**src/rtl/frame_uart_tx.sv**
```systemverilog
// frame_uart_tx: reads a stored RGB frame pixel by pixel and sends each pixel as R, G, B bytes over 8N1 UART.
module frame_uart_tx #(
  parameter int CLK_FREQ   = 100_000_000,
  parameter int BAUD_RATE  = 115200,
  parameter int NUM_PIXELS = 40800,
  parameter int ADDR_W     = 16
) (
  input  logic              clk,
  input  logic              reset,
  input  logic              start,
  output logic              mem_rd_en,
  output logic [ADDR_W-1:0] mem_addr,
  input  logic [23:0]       mem_rdata,
  output logic              tx,
  output logic              busy,
  output logic [ADDR_W-1:0] pixel_cnt,
  output logic              frame_done
);
  localparam int BAUD_DIV = CLK_FREQ / BAUD_RATE;
  localparam int CW = $clog2(BAUD_DIV + 1);
  localparam logic [CW-1:0] BAUD_LAST = CW'(BAUD_DIV - 1);
  localparam logic [ADDR_W-1:0] LAST_PIX = ADDR_W'(NUM_PIXELS - 1);
  typedef enum logic [2:0] {IDLE, FETCH, WAIT, SEND, NEXT, DONE} state_t;
  state_t            state_q;
  logic [CW-1:0]     baud_q;
  logic [3:0]        bit_q;
  logic [1:0]        byte_q;
  logic [8:0]        sh_q;
  logic [15:0]       pix_q;
  logic              rd_en_q, tx_q, busy_q, done_q;
  logic [ADDR_W-1:0] addr_q, cnt_q;
  always_ff @(posedge clk) begin
    if (reset) begin
      state_q <= IDLE;
      baud_q  <= '0;
      bit_q   <= '0;
      byte_q  <= '0;
      sh_q    <= '1;
      pix_q   <= '0;
      rd_en_q <= 1'b0;
      tx_q    <= 1'b1;
      busy_q  <= 1'b0;
      done_q  <= 1'b0;
      addr_q  <= '0;
      cnt_q   <= '0;
    end else begin
      rd_en_q <= 1'b0;
      done_q  <= 1'b0;
      case (state_q)
        IDLE: if (start) begin
          state_q <= FETCH;
          busy_q  <= 1'b1;
          cnt_q   <= '0;
          addr_q  <= '0;
          rd_en_q <= 1'b1;
        end
        FETCH: state_q <= WAIT;
        WAIT: begin
          // sh_q holds the data bits with the stop bit parked above them
          sh_q    <= {1'b1, mem_rdata[23:16]};
          pix_q   <= mem_rdata[15:0];
          byte_q  <= '0;
          bit_q   <= '0;
          baud_q  <= '0;
          tx_q    <= 1'b0;
          state_q <= SEND;
        end
        SEND: if (baud_q != BAUD_LAST) begin
          baud_q <= baud_q + 1'b1;
        end else begin
          baud_q <= '0;
          if (bit_q != 4'd9) begin
            bit_q <= bit_q + 1'b1;
            tx_q  <= sh_q[0];
            sh_q  <= {1'b1, sh_q[8:1]};
          end else if (byte_q != 2'd2) begin
            bit_q  <= '0;
            byte_q <= byte_q + 1'b1;
            tx_q   <= 1'b0;
            sh_q   <= {1'b1, pix_q[15:8]};
            pix_q  <= {pix_q[7:0], 8'h00};
          end else begin
            state_q <= NEXT;
          end
        end
        NEXT: if (cnt_q == LAST_PIX) begin
          state_q <= DONE;
          done_q  <= 1'b1;
        end else begin
          cnt_q   <= cnt_q + 1'b1;
          addr_q  <= cnt_q + 1'b1;
          rd_en_q <= 1'b1;
          state_q <= FETCH;
        end
        DONE: begin
          busy_q  <= 1'b0;
          state_q <= IDLE;
        end
        default: state_q <= IDLE;
      endcase
    end
  end
  assign mem_rd_en  = rd_en_q;
  assign mem_addr   = addr_q;
  assign tx         = tx_q;
  assign busy       = busy_q;
  assign pixel_cnt  = cnt_q;
  assign frame_done = done_q;
endmodule
```
**config.mk**
```make
export PLATFORM = sky130hd
export DESIGN_NAME = frame_uart_tx
export DESIGN_NICKNAME = d
export VERILOG_FILES = /design/src/rtl/frame_uart_tx.sv
export SDC_FILE = /design/constraint.sdc
export NUM_CORES = 1
export LEC_CHECK = 0
export ABC_AREA = 1
export CAP_MARGIN = 20
export CELL_PAD_IN_SITES_DETAIL_PLACEMENT = 0
export CELL_PAD_IN_SITES_GLOBAL_PLACEMENT = 1
export CORE_ASPECT_RATIO = 0.8
export CORE_MARGIN = 3
export CORE_UTILIZATION = 40
export DETAILED_ROUTE_END_ITERATION = 12
export GPL_TIMING_DRIVEN = 0
export HOLD_SLACK_MARGIN = 0.08
export MAX_ROUTING_LAYER = met4
export PLACE_DENSITY = 0.85
export SYNTH_ARGS = -nofsm -noshare
export SYNTH_HDL_FRONTEND = slang
export SYNTH_SLANG_ARGS = --single-unit
```
**constraint.sdc**
```tcl
create_clock -name clk -period 3.7 [get_ports clk]
set_input_delay 0.74 -clock clk [delete_from_list [all_inputs] [get_ports clk]]
set_output_delay 0.74 -clock clk [all_outputs]
set_load 0.005 [all_outputs]
```
==> flow_summary.toml <==
[status]
outcome = "finished clean"

[critical_path]
critical_path.max_stage_delay_ns = 0.51
crit_fanout = 8
cp-start-kind = "register"
worstPathRequired_ns = 2.96
path_cells = "buf_4 -> clkdlybuf4s50_1"
path_class = "reg2out"
worstPathArrival_ns = 1.50
critPathSlowestCell = "dfxtp_1"
end_kind = "primary output"

[yosys]
ys_ff_latch = 63
synth-async-reset-ratio_pct = 0
synth.avg_cell_area_sq_um = 6.81
seq_area_frac_synth_pct = 36.1
yosys_warnings = 0
ys_types = 37
syn-num-nets = 545
ys_dominant_reg_cell = "dfxtp_1"
syn-instance-count = 513
synth-edff-count = 0
syn_area_sq_um = 3490

[clock_tree]
cts-root-buf = "clkbuf_8"
htree_levels = 3
numCtsBuffers = 9
clock_latency_ns = 0.33
clkTransAtPathRegs_ns = 0.07
cts.sinks = 63
post-cts-setup-buffer-count = 0
ctsResizeCount = 0
hold_buffers = 0
cts_tree = "done"
clockBufferDepth = 2

[place]
portBuffers = 61
place_congestion = 0.869
hpwl_um = 6980

[global_route]
overflow = 0
grt_max_degree = 11
track_usage_pct = 20.4
grt_pass1_vias = 3160
antenna_found_initial = 0
grt_pass1_wl_um = 15700

[sta]
finalSetupViolCount = 0
worstMarginPinSlew_ns = 0.663
drv_slew = 0
fin_crit_sh_pct = 60.5
timing.hold.ws_ns = 0.463
tns_ns = 0
clock_skew_ns = 0.00586
hold_viol_final = 0
rsz0062_at_grt = "no"
max_freq_mhz = 447
layout_min_cycle_time_ns = 2.24
slew_headroom_pct = 55.8

[floorplan]
die_w_um = 111
dieHeight_um = 89.6
rows = 29
io_pins = 63
start_util_pct = 42.6
core_area_sq_um = 8200
die_area_sq_um = 9900

[drt]
drtIter0Drc = 228
ant_nets = 0
post_drt_wl_per_cell_um = 13.4
vias_per_cell = 4.92
first_pass_iters = 5
vias = 3431
drc = 0
totalWireLength_um = 9310

[pwr]
switching_share_pct = 35.5
p_seq_share_pct = 39.8
p_sw_uw = 757
ir_drop_mv = 0.232
p_int_mw = 1.38
pwr-share-clk_pct = 28.3
power_frac_comb_pct = 31.9
power_density_nw_per_um2 = 481
p_leak_nw = 1.76

[final_layout]
area_delta_synth_final_pct = 27.0
nets = 617
antenna_cells = 0
drive_above_1_share_pct = 13.6

[min_path]
hold_path.class = "reg2reg"

[flow_run]
drv_cap = 0
==> per-stage QoR <==
stage	power, mW	cells	area [sq um]	worst slack, ns	util [%]
6_report	2.13	697	4440	1.46	54.1
5_1_grt	2.28	697	4440	1.36	54.1
4_1_cts	2.15	697	4440	1.44	54.1
3_5_place_dp	1.54	682	4240	1.72	51.7
3_3_place_gp	1.52	682	4240	1.71	51.7
2_1_floorplan	1.34	513	3490	2.10	-
==> flip-flops by register name, summed over array words and instances (netlist names) <==
| register | flops |
|---|---|
| busy | 1 |
| pixel_cnt | 16 |
| frame_done | 1 |
| bit_q | 4 |
| mem_rd_en | 1 |
| pix_q | 16 |
| sh_q | 8 |
| baud_q | 10 |
| byte_q | 2 |
| tx | 1 |
| state_q | 3 |
==> critical path, delay by kind of cell, from the launching register on <==
kind	cells	cell delay, ns
buffers and inverters	2	0.66
DFF	1	0.51
==> cell families (layout without fill, tap and decap cells) <==
| logic type | Yosys count | count (layout) | share of synthesized area (%) |
|---|---|---|---|
| AOI/OAI and AO/OA | 84 | 84 | 13.6 |
| and+or+nand+nor | 280 | 280 | 36.3 |
| adders and majority gates | 5 | 5 | 1.79 |
| buffers and inverters | 78 | 154 | 11.4 |
| DFF | 63 | 63 | 36.1 |
| xor gates and xnor gates | 3 | 3 | 0.752 |
==> cells in the final DEF, fill, tap and decap left out, types with 8 or more instances in the layout <==
master	count
nand2_1	143
buf_4	16
nand3_1	46
o21ai_0	13
clkdlybuf4s50_1	61
nand2_2	10
clkbuf_8	11
a21oi_1	56
clkbuf_1	8
nor2_1	47
nand4_1	14
dfxtp_1	63
inv_1	35
==> synth_stat cells (3+ instances only) <==
| cell type | n | share of area (%) |
|---|---|---|
| nand2_1 | 143 | 15 |
| dfxtp_1 | 63 | 36 |
| a21oi_1 | 56 | 8.0 |
| nor2_1 | 47 | 5.0 |
| nand3_1 | 46 | 6.6 |
| inv_1 | 35 | 3.8 |
| buf_4 | 16 | 3.4 |
| nand4_1 | 14 | 2.5 |
| o21ai_0 | 13 | 1.9 |
| nand2_2 | 10 | 1.8 |
| a21oi_2 | 7 | 1.8 |
| clkbuf_1 | 7 | 0.75 |
| inv_2 | 7 | 0.75 |
| nor3_1 | 6 | 0.86 |
| buf_2 | 5 | 0.72 |
| buf_6 | 5 | 1.6 |
| ha_1 | 5 | 1.8 |
| nand2_4 | 3 | 0.97 |
| xor2_1 | 3 | 0.75 |
==> per-layer routing <==
layer / GRT usage [%] / vias up / wire length, um
met2: 29.1 / 100 / 3720
met1: 29.3 / 1528 / 4930
met4: 6.04 / 0 / 106
met5: - / - / 0
met3: 3.62 / 9 / 542
li1: - / 1794 / -
==> path summary, 6_finish.rpt <==
path | cells after the start | start | endpoint | slack [ns]
setup / recovery | 2 | pixel_cnt[5]$_SDFFE_PP0P_ | pixel_cnt[5] | 1.46
hold / removal | 2 | pix_q[14]$_SDFFE_PP0P_ | pix_q[14]$_SDFFE_PP0P_ | 0.46
setup reg to reg | 9 | bit_q[1]$_SDFFE_PP0P_ | sh_q[0]$_SDFFE_PP1P_ | 1.82
hold reg to reg | 2 | pix_q[14]$_SDFFE_PP0P_ | pix_q[14]$_SDFFE_PP0P_ | 0.46
==> power groups by stage <==
stage | clock (mW) | combinational [mW] | sequential, mW
2_1_floorplan | 0 | 0.494 | 0.850
3_3_place_gp | 0 | 0.662 | 0.862
3_5_place_dp | 0 | 0.675 | 0.863
4_1_cts | 0.623 | 0.679 | 0.849
5_1_grt | 0.649 | 0.767 | 0.864
6_report | 0.604 | 0.680 | 0.850
==> cell type report <==
type                            instances  area (sq um)
Buffer                                 33           228
Clock buffer                           12           155
Clock inverter                          3          42.5
Fill cell                             841          3760
Inverter                               45           171
Multi-Input combinational cell        372          1830
Sequential cell                        63          1260
Tap cell                              108           135
Timing Repair Buffer                   61           611
(Power assumes the default switching activity.)
==> edit 1: new RTL, config.mk and constraints unchanged <==
The parameter `NUM_PIXELS` goes from 40800 to 20400.
--- a/src/rtl/frame_uart_tx.sv
+++ b/src/rtl/frame_uart_tx.sv
@@ -4,3 +4,3 @@
   parameter int BAUD_RATE  = 115200,
-  parameter int NUM_PIXELS = 40800,
+  parameter int NUM_PIXELS = 20400,
   parameter int ADDR_W     = 16
Check against the original RTL: no difference found for any inputs over 10 cycles, from zero or initial values and one cycle with reset high; that may be too few to reach the edited logic, so the function may still have changed.
==> edit 1 against the unedited design <==
Sequential power up 6.7%. Wire length shrank 3.5%. Sequential share of layout area is 0.18 points lower. Worst hold slack hardly changed. Highest routed layer unchanged. Sequential cell count did not move. Register-to-register slack better by 0.09 ns. Synthesized cell count rose by 0.58%. Cell area rose by 0.62%. Non-clock buffer count rose by 1. Setup slack gained 0.0078 ns. Total power rose by 9.7%. Synthesized area fell by 0.14%.
==> edit 1: results (changes against the unedited design) <==
* Outcome: finished, final reports clean
* Depth of the most critical reg-to-reg path at 8 (-1)
* Terminus of the critical flop-to-flop path: pixel_cnt[14]
* RePlAce Congestion at 0.812 (-6.5%)
* WHS Endpoint: pix_q[6]
* Number of DRC markers in iteration 0 at 235 (+3.1%)
* Number of distinct library cells after synthesis at 32 (-14%)
* Final Skew at 0.00634 ns (+0.000475 ns)
* Root Driver: sky130_fd_sc_hd__clkbuf_8
* Pin slew with the least headroom to its limit at 0.610 ns (-0.0528 ns)
* Slowest cell on crit path: sky130_fd_sc_hd__dfxtp_1
* Register area share after synthesis at 0.361 (+0.000518)
* Fraction of layout instances using a drive strength above 1 at 0.128 (-0.00788)
* VDD IR-drop max at 0.487 mV (+110%)
* Port-buffer cells at 62 (+1.6%)
* Static Leak at 1.77 nW (+0.75%)
* Cell area after placement at 4250 sq um (+0.12%)
* Synthesized net count at 548 (+0.55%)
* GRT Total Usage at 0.193 (-0.0105)
* Post-synthesis compound-gate area fraction at 0.121 (-0.0152)
* Routing usage on met1 at 0.266 (-0.0270)
* Global routing usage on met2 at 0.278 (-0.0132)
* Global-route wire length before repair at 14,800 um (-5.7%)
* Register-to-register setup slack at 1.91 ns (+0.09 ns)
* Cell types occupying the most area after synthesis: sky130_fd_sc_hd__dfxtp_1 (36%), sky130_fd_sc_hd__nand2_1 (14%), sky130_fd_sc_hd__nor2_1 (7.9%), sky130_fd_sc_hd__nand3_1 (7.5%), sky130_fd_sc_hd__a21oi_1 (7.0%)
* Startpoint of the tightest hold check path: pix_q[6]
* Later-pin clock latency in the skew report at 0.35 ns (+0.02 ns)
* DP Wirelength at 6810 um (-2.3%)
* Met3 Use GR at 0.0521 (+0.0159)
* Mean routed wirelength per cell at 12.8 um (-4.2%)
* Post-Synth Adder-Cell Area at 0.0179 (+0.0000257)
* Pin count of the biggest net entering global routing at 13 (+2)
* Synth top cells by count: sky130_fd_sc_hd__nand2_1 (129), sky130_fd_sc_hd__nor2_1 (73), sky130_fd_sc_hd__dfxtp_1 (63), sky130_fd_sc_hd__nand3_1 (52), sky130_fd_sc_hd__a21oi_1 (49)
* Worst r2r src: pixel_cnt[1]
* Synth Area in XOR/XNOR at 0.0176 (+0.0101)
[edit 1: how the worst max path moves through the flow]
stage / from / end / slack [ns] / cells past startpoint
floorplan: pixel_cnt[0] / pixel_cnt[5] / 2.18 / 9
global placement: reset / frame_done / 1.32 / 6
detailed placement: reset / frame_done / 1.37 / 6
CTS: pixel_cnt[2] / pixel_cnt[2] / 1.46 / 2
global route: pixel_cnt[12] / pixel_cnt[12] / 1.40 / 2
finish: pixel_cnt[2] / pixel_cnt[2] / 1.47 / 2
[edit 1: cell type report]
cell class,instances,area [sq um]
Fill cell,866,3730
Clock inverter,7,96.3
Timing Repair Buffer,62,621
Tap cell,108,135
Buffer,33,234
Inverter,44,165
Multi-Input combinational cell,376,1830
Sequential cell,63,1260
Clock buffer,9,124
[edit 1: kinds of logic after synthesis]
family,Yosys count
and+or+nand+nor,285
AOI/OAI and AO/OA,79
buffers and inverters,77
DFF,63
xor gates and xnor gates,7
adders and majority gates,5
[edit 1: where the power goes]
group	internal (mW)	switching, mW	total, mW
clock network	0.381	0.288	0.670
logic	0.289	0.475	0.764
registers	0.817	0.0905	0.907
[edit 1: worst min-delay path, cell delays in order, from the launching register on]
cell	delay [ns]
sky130_fd_sc_hd__dfxtp_1	0.31
sky130_fd_sc_hd__nand2_1	0.06
sky130_fd_sc_hd__a21oi_1	0.05
[edit 1: stage by stage]
step | util | std cells | hold slack [ns] | setup WS (ns) | total power, mW
final | 0.545 | 702 | 0.463 | 1.47 | 2.34
after global routing | 0.545 | 702 | 0.474 | 1.40 | 2.51
after CTS | 0.545 | 702 | 0.463 | 1.46 | 2.36
after detailed placement | 0.518 | 686 | 0.454 | 1.37 | 1.68
after global placement | 0.518 | 686 | 0.452 | 1.32 | 1.67
after floorplan | - | 516 | 0.439 | 2.18 | 1.47
[edit 1: layer usage]
layer	vias up	routed length (um)	share of wire
met4	0	66	0.0073
li1	1798	-	-
met3	9	696	0.077
met5	-	0	0
met1	1530	4470	0.50
met2	113	3750	0.42
==> edit 2: new RTL, same settings <==
Without the edit above. Reset style: asynchronous (`reset`), changed in one clocked block.
--- a/src/rtl/frame_uart_tx.sv
+++ b/src/rtl/frame_uart_tx.sv
@@ -31,3 +31,3 @@
   logic [ADDR_W-1:0] addr_q, cnt_q;
-  always_ff @(posedge clk) begin
+  always_ff @(posedge clk or posedge reset) begin
     if (reset) begin
Behaviour: differs if reset is asserted again (counterexample within 4 cycles, from zero or initial values and one cycle with reset high); with reset held inactive, the same outputs for 10 cycles.
==> edit 2 against the unedited design <==
Final cell count decreased by 2.0%. Wire length decreased by 2.9%. Via count decreased by 2.0%. Core utilization increased by 1.1 points. Sequential share of layout area increased by 4.8 points. Synthesized area increased by 4.7%. Cell area increased by 7.8%. Setup slack got worse by 0.041 ns. Sequential cell count unchanged. Critical path type unchanged. Critical endpoint is now pixel_cnt[0].
Power is not compared: it rests on default switching activity, and its combinational part moved more than twofold at a synthesized area within 25%.
==> edit 2: results (changes against the unedited design) <==
* RePlAce Congestion at 0.839 (-3.4%)
* Cells after synthesis at 492 (-4.1%)
* Post-cts repair resize count at 0 (unchanged)
* DP Wirelength at 6500 um (-6.8%)
* Port-buffer cells at 62 (+1.6%)
* Global-route wire length before repair at 15,300 um (-2.7%)
* Synth top cells by count: sky130_fd_sc_hd__nand2_1 (178), sky130_fd_sc_hd__dfrtp_1 (54), sky130_fd_sc_hd__inv_1 (38), sky130_fd_sc_hd__nand3_1 (38), sky130_fd_sc_hd__nor2_1 (36)
* Pin count of the biggest net entering global routing at 41 (+30)
* Filler Cell Count at 839 (-0.24%)
* CTS clk-pin slew, worst paths at 0.05 ns (-0.02 ns)
* Net count, final at 598 (-3.1%)
* Cell Count Post-Placement at 667 (-2.2%)
* Biggest fanout along the worst timing path at 9 (+1)
* Synthesized net count at 524 (-3.9%)
* Root Driver: sky130_fd_sc_hd__clkbuf_16
* Number of distinct library cells after synthesis at 31 (-16%)
* Async set-or-reset flop fraction in the synthesized netlist at 1.00 (+1.00)
* Register area share after synthesis at 0.434 (+0.0731)
* Cell types occupying the most area after synthesis: sky130_fd_sc_hd__dfrtp_1 (37%), sky130_fd_sc_hd__nand2_1 (18%), sky130_fd_sc_hd__dfstp_2 (6.5%), sky130_fd_sc_hd__nand3_1 (5.2%), sky130_fd_sc_hd__o21ai_0 (4.1%)
* Worst-case headroom to the max-slew limit at 0.411 (-0.147)
* Pre-CTS setup slack at 1.60 ns (-0.123 ns)
* Number of standard cells in the final layout excluding fillers at 683 (-2.0%)
* Via count of the first global-routing pass at 3,127 (-1.0%)
* Crit path arrival time at 1.54 ns (+0.04 ns)
* Detailed-route vias per instance at 4.92 (about the same)
* Number of detailed-route iterations in the first pass at 4 (-1)
* GRT Total Usage at 0.189 (-0.0143)
* Number of diodes at 0 (unchanged)
* Outcome: finished, final reports clean
* Number of DRC markers in iteration 0 at 155 (-32%)
* Fraction of layout instances using a drive strength above 1 at 0.140 (+0.00428)
* Mean routed wirelength per cell at 13.2 um (-0.89%)
==> edit 2: changes by cell type after synthesis, moves of 4 or more <==
cell                       delta
sky130_fd_sc_hd__dfxtp_1     -63
sky130_fd_sc_hd__a21oi_1     -55
sky130_fd_sc_hd__dfrtp_1     +54
sky130_fd_sc_hd__nand2_1     +35
sky130_fd_sc_hd__o21ai_0     +17
sky130_fd_sc_hd__nor2_1      -11
sky130_fd_sc_hd__o21ai_1     +11
sky130_fd_sc_hd__dfstp_2      +9
sky130_fd_sc_hd__nand2_2      -9
sky130_fd_sc_hd__nand3_1      -8
sky130_fd_sc_hd__a21oi_2      -7
sky130_fd_sc_hd__nand4_1      +7
sky130_fd_sc_hd__clkbuf_1     -5
sky130_fd_sc_hd__o21ai_2      +4
==> edit 2: logic make-up after synthesis <==
family | Yosys count | share of synthesized area
simple gates | 288 | 0.341
flops | 63 | 0.434
xor+xnor | 7 | 0.0168
compound gates | 53 | 0.0807
fa+ha+maj | 5 | 0.0171
buf+inv | 76 | 0.110
==> edit 2: critical path, stage by stage (launching register included) <==
cell	delay, ns
sky130_fd_sc_hd__dfrtp_1	0.55
sky130_fd_sc_hd__buf_4	0.17
sky130_fd_sc_hd__clkdlybuf4s50_1	0.49
==> edit 2: metrics by stage <==
stage | utilization | instance area [sq um]
6_report | 0.552 | 4790
5_1_grt | 0.552 | 4790
4_1_cts | 0.552 | 4790
3_5_place_dp | 0.512 | 4440
3_3_place_gp | 0.510 | 4420
2_1_floorplan | - | 3660
==> edit 2: area by class of cell <==
class	count	area, sq um	share of cell area
multi-input cells	353	1670	0.348
flip-flops and latches	63	1590	0.332
repair buffers	63	641	0.134
clock buffers	10	239	0.0499
plain buffers	31	229	0.0478
inverters	45	174	0.0363
well taps	112	140	0.0293
clock inverters	6	108	0.0225
==> edit 2: path summary, 6_finish.rpt <==
| path | cells past startpoint | endpoint | slack (ns) |
|---|---|---|---|
| min in group asynchronous | 2 | bit_q[3] | 0.92 |
| max in group asynchronous | 3 | pixel_cnt[0] | 2.15 |
| worst max-delay path | 2 | pixel_cnt[0] | 1.42 |
| worst min register to register | 2 | sh_q[1] | 0.46 |
| worst min-delay path | 2 | sh_q[1] | 0.46 |
| worst max register to register | 10 | pixel_cnt[0] | 1.73 |
==> edit 2: routing by layer <==
layer	global-route usage	wire (um)
met1	0.273	4500
met2	0.264	3940
met3	0.0520	502
met4	0.0450	96
met5	-	0
==> edit 2: power by group through the flow <==
stage                     clock, mW  combinational (mW)  sequential (mW)
after global routing           1.03              0.0737            0.715
after global placement            0              0.0621            0.725
after detailed placement          0              0.0660            0.725
final                         0.980              0.0649            0.714
after CTS                     0.993              0.0664            0.714
after floorplan                   0              0.0274            0.723
